### config.mk
export PLATFORM = sky130hd
export DESIGN_NAME = vram_arbiter
export DESIGN_NICKNAME = d
export VERILOG_FILES = /design/src/rtl/vram_arbiter.sv
export SDC_FILE = /design/constraint.sdc
export NUM_CORES = 1
export LEC_CHECK = 0
export BUFFER_PORTS_ARGS = -buffer_cell sky130_fd_sc_hd__buf_2
export CORE_MARGIN = 8
export CORE_UTILIZATION = 40
export CTS_CLUSTER_DIAMETER = 50
export CTS_CLUSTER_SIZE = 14
export DETAILED_ROUTE_END_ITERATION = 8
export GPL_TIMING_DRIVEN = 0
export PLACE_DENSITY = 0.65
export SYNTH_ARGS = -nofsm -noshare
export SYNTH_HDL_FRONTEND = slang
export SYNTH_SLANG_ARGS = --single-unit
### constraint.sdc
create_clock -name clk -period 5.6 [get_ports clk]
set_input_delay 0.28 -clock clk [delete_from_list [all_inputs] [get_ports clk]]
set_output_delay 0.28 -clock clk [all_outputs]
set_load 0.005 [all_outputs]
### src/rtl/vram_arbiter.sv
// Single-port board RAM arbiter: display reads win (2-cycle read latency); game writes are buffered and drained in idle slots.
// Writes are acked one cycle after acceptance and refused while the buffer is full; VRAM_ARB_VBLANK_ONLY_EN restricts draining to vblank.
module vram_arbiter #(
   parameter int ADDR_W     = 9,
   parameter int DATA_W     = 4,
   parameter int FIFO_DEPTH = 4
) (
   input  logic                          clk,
   input  logic                          reset_n,
   input  logic                          disp_req,
   input  logic [ADDR_W-1:0]             disp_addr,
   output logic [DATA_W-1:0]             disp_data,
   output logic                          disp_valid,
   input  logic                          wr_req,
   input  logic [ADDR_W-1:0]             wr_addr,
   input  logic [DATA_W-1:0]             wr_data,
   output logic                          wr_ack,
   input  logic                          vblank,
   output logic                          ram_en,
   output logic                          ram_we,
   output logic [ADDR_W-1:0]             ram_addr,
   output logic [DATA_W-1:0]             ram_wdata,
   input  logic [DATA_W-1:0]             ram_rdata,
   output logic                          fifo_full,
   output logic [$clog2(FIFO_DEPTH):0]   pending
);
   localparam int PTR_W = $clog2(FIFO_DEPTH);
   localparam int CNT_W = PTR_W + 1;
   localparam int ENT_W = ADDR_W + DATA_W;

   typedef enum logic [1:0] {IDLE = 2'd0, RD = 2'd1, WR = 2'd2} op_t;

   op_t              state;
   logic [ENT_W-1:0] wbuf [FIFO_DEPTH];
   logic [PTR_W-1:0] rd_ptr;
   logic [PTR_W-1:0] wr_ptr;
   logic             disp_vld_q;
   logic             pop_gate;
   logic             fifo_empty;
   logic             pop;
   logic             push;

   assign fifo_full  = (pending == CNT_W'(FIFO_DEPTH));
   assign fifo_empty = (pending == '0);

`ifdef VRAM_ARB_VBLANK_ONLY_EN
   assign pop_gate = vblank;
`else
   logic unused_vblank;
   assign unused_vblank = vblank;
   assign pop_gate      = 1'b1;
`endif

   // A pop frees a slot in the same cycle, so a full buffer can still accept
   assign pop  = !disp_req && !fifo_empty && pop_gate;
   assign push = wr_req && (!fifo_full || pop);

   // RAM data arrives combinationally in the cycle after the RD op
   assign disp_valid = disp_vld_q;
   assign disp_data  = disp_vld_q ? ram_rdata : '0;

   always_ff @(posedge clk) begin
      if (push) begin
         wbuf[wr_ptr] <= {wr_addr, wr_data};
      end
   end

   always_ff @(posedge clk) begin
      if (!reset_n) begin
         state      <= IDLE;
         ram_en     <= 1'b0;
         ram_we     <= 1'b0;
         ram_addr   <= '0;
         ram_wdata  <= '0;
         disp_vld_q <= 1'b0;
         wr_ack     <= 1'b0;
         pending    <= '0;
         rd_ptr     <= '0;
         wr_ptr     <= '0;
      end else begin
         wr_ack     <= push;
         disp_vld_q <= (state == RD);
         pending    <= pending + CNT_W'(push) - CNT_W'(pop);
         if (push) begin
            wr_ptr <= wr_ptr + PTR_W'(1);
         end
         if (pop) begin
            rd_ptr <= rd_ptr + PTR_W'(1);
         end
         if (disp_req) begin
            state    <= RD;
            ram_en   <= 1'b1;
            ram_we   <= 1'b0;
            ram_addr <= disp_addr;
         end else if (pop) begin
            state                 <= WR;
            ram_en                <= 1'b1;
            ram_we                <= 1'b1;
            {ram_addr, ram_wdata} <= wbuf[rd_ptr];
         end else begin
            state  <= IDLE;
            ram_en <= 1'b0;
            ram_we <= 1'b0;
         end
      end
   end
endmodule

==> run_results.csv <==
group,metric,value,unit
outcome,status,"completed",
sta,slew-limit-headroom,0.492,
worst_setup_path,worstPathMaxFanout,6,
logic_synthesis,synth-main-ff-cell,"edfxtp_1",
logic_synthesis,yosys.area.top_type,"edfxtp_1",
logic_synthesis,synth.ff_latch_count,79,
worst_setup_path,r2r_start,"pending[1]$_SDFF_PN0_",
place,finalWeightedCongestion,0.725,
die,start_util,0.404,
final_layout,syn2layout_area_growth,20.6,%
final_layout,fin_nets,299,
cts,clkLatencyLatePin,0.34,ns
logic_synthesis,syn_area,3050,µm²
global_routing,grt_pass1_vias,1896,
cts,cts_hold_buf,0,
cts,clock_path_buffers,2,
cts,htree_levels,3,
sta,finalCritPeriodShare,0.426,
min_path,hold_depth,1,
die,fp-row-count,32,
routing,viasPerCell,4.94,
min_path,min_to,"wbuf[3][10]$_DFFE_PP_",
power,leakage,1.38,nW
logic_synthesis,seq_area_frac_synth,0.688,
worst_setup_path,r2r_end,"pending[2]$_SDFF_PN0_",
global_routing,grt_usage,0.127,
power,power.total,1.55,mW
routing,dr_total_vias,1823,
die,ios,56,
sta,fmax,420,MHz
final_layout,antenna_cells,0,
worst_setup_path,worstPathArrival,2.62,ns
place,portBuffers,53,
sta,finClkSkew,0.00491,ns
cts,cts.repair.resized,0,
cts,cts_tree,"yes",
sta,slew_violations,0,
sta,grt_setup_unrepaired,"false",
routing,first_iter_violations,131,
worst_setup_path,reg2regPathDepth,8,
sta,setup_viol,0,
min_path,min_path_type,"in -> reg",
place,dp_hpwl,4330,µm
routing,route.detailed.drc,0,
cts,clkSinkCount,79,
routing,drtAntennaViolNets,0,
sta,hold_viol,0,
sta,period_needed,2.38,ns
min_path,min_from,"wr_addr[6]",
logic_synthesis,synthTopCellsByArea,"edfxtp_1, dfxtp_1, mux2_2",
routing,avgRoutedWirePerCell,17.2,µm
job,max_cap_violations,0,
logic_synthesis,synth.distinct_cells,28,
global_routing,grt_max_degree,14,
routing,dr.pass1.iters,5,
logic_synthesis,synth_async_sr_flop_share,0,
worst_setup_path,crit_path_start_kind,"register",
final_layout,final_cell_mix,"buf_2, edfxtp_1, dfxtp_1, mux2_2, and2_1",
logic_synthesis,avgSynthCellArea,15.4,µm²
logic_synthesis,synth-edff-count,52,
global_routing,grt_overflow,0,
final_layout,drive_gt1_frac,0.367,
die,dieArea,10700,µm²
final_layout,final_common_cell,"buf_2",
power,power_density,422,nW/µm²
die,die_w,103,µm
worst_setup_path,end_kind,"register",
sta,worst_pin_slew,0.759,ns
cts,cts_buffers,9,
logic_synthesis,syn_nets,235,
logic_synthesis,yosys.area.top_type_share,0.511,
worst_setup_path,reg2reg_slack,3.22,ns
cts,post_cts_buffers,0,
cts,clk_pin_slew,0.08,ns
sta,fin_tns_setup,0,ns
sta,hold_slack,0.154,ns
final_layout,fin_util,0.487,
worst_setup_path,cp_data_required_time,5.84,ns
logic_synthesis,netlist_instances,198,
global_routing,grt_pass1_wl,9880,µm
worst_setup_path,crit_type,"reg -> reg",
logic_synthesis,yosys_warnings,0,
die,die_h,103,µm
global_routing,grt_antenna_before_repair,0,
routing,drt_wl_total,6330,µm
power,ir_drop,0.227,mV
die,coreArea,7570,µm²
cts,clock-root-buffer,"clkbuf_8",
[how the worst max path moves through the flow]
stage	startpoint	endpoint	slack, ns
floorplan	pending[2]$_SDFF_PN0_	pending[2]$_SDFF_PN0_	3.35
global placement	pending[1]$_SDFF_PN0_	pending[2]$_SDFF_PN0_	3.24
detailed placement	pending[1]$_SDFF_PN0_	pending[2]$_SDFF_PN0_	3.21
CTS	pending[1]$_SDFF_PN0_	pending[2]$_SDFF_PN0_	3.20
global route	pending[1]$_SDFF_PN0_	pending[2]$_SDFF_PN0_	3.12
finish	pending[1]$_SDFF_PN0_	pending[2]$_SDFF_PN0_	3.22
[cells in the mapped netlist (all sizes together) (3+ instances only)]
| library cell | number |
|---|---|
| nand2 | 11 |
| ha | 5 |
| mux2i | 3 |
| mux4 | 4 |
| o21ai | 10 |
| a21oi | 10 |
| clkbuf | 4 |
| o2bb2ai | 4 |
| nor3b | 3 |
| edfxtp | 52 |
| dfxtp | 27 |
| a222oi | 9 |
| buf | 6 |
| inv | 4 |
| and2 | 14 |
| mux2 | 19 |
| nor2 | 3 |
[through the flow]
| stage | cell area (µm²) | setup slack [ns] | std cells |
|---|---|---|---|
| floorplan | 3050 | 3.35 | 198 |
| global placement | 3450 | 3.24 | 353 |
| detailed placement | 3450 | 3.21 | 353 |
| CTS | 3680 | 3.20 | 369 |
| global route | 3680 | 3.12 | 369 |
| finish | 3680 | 3.22 | 369 |
[layout make-up]
cell class                 count  area, µm²
multi-input combinational    105        875
inverter                       4       15.0
tap                          102        128
sequential                    79       2100
clock buffer                   9        124
fill                         676       3880
clock inverter                 7        111
buffer                        10       62.6
timing repair buffer          53        265
[logic make-up after synthesis]
group	count (synthesis)	share of synthesized area
flip-flops	79	0.688
AND/OR/NAND/NOR	36	0.0655
AO/OA/AOI/OAI	35	0.0787
multiplexers	26	0.109
buffers and inverters	14	0.0254
adder cells (fa/ha/maj)	6	0.0270
XOR/XNOR	2	0.00574
[worst max-delay path, cell delays in order (launching register included)]
cell     delay, ns
dfxtp_1       0.35
nor3_1        0.43
nor2_1        0.21
mux2_2        0.31
ha_1          0.19
fa_1          0.37
xnor2_1       0.15
xnor2_1       0.12
and2_1        0.14
[per-layer routing]
metal | track usage | vias to the layer above | routed length [µm]
met3 | 0.0502 | 5 | 611
met2 | 0.198 | 74 | 2940
li1 | - | 878 | -
met4 | 0.0423 | 0 | 53
met5 | 0 | - | 0
met1 | 0.157 | 866 | 2730
[power breakdown]
| part | total [mW] | switching (mW) | internal (mW) |
|---|---|---|---|
| clock network | 0.487 | 0.194 | 0.293 |
| registers | 0.740 | 0.0397 | 0.700 |
| logic | 0.326 | 0.165 | 0.161 |
[registers in the layout, summed over array words and instances (netlist names), named ones only]
register,flops
wr_ack,1
ram_addr,9
ram_we,1
wr_ptr,2
wbuf,52
state,1
ram_en,1
ram_wdata,4
pending,3
disp_valid,1
rd_ptr,2
(Power assumes the default switching activity.)
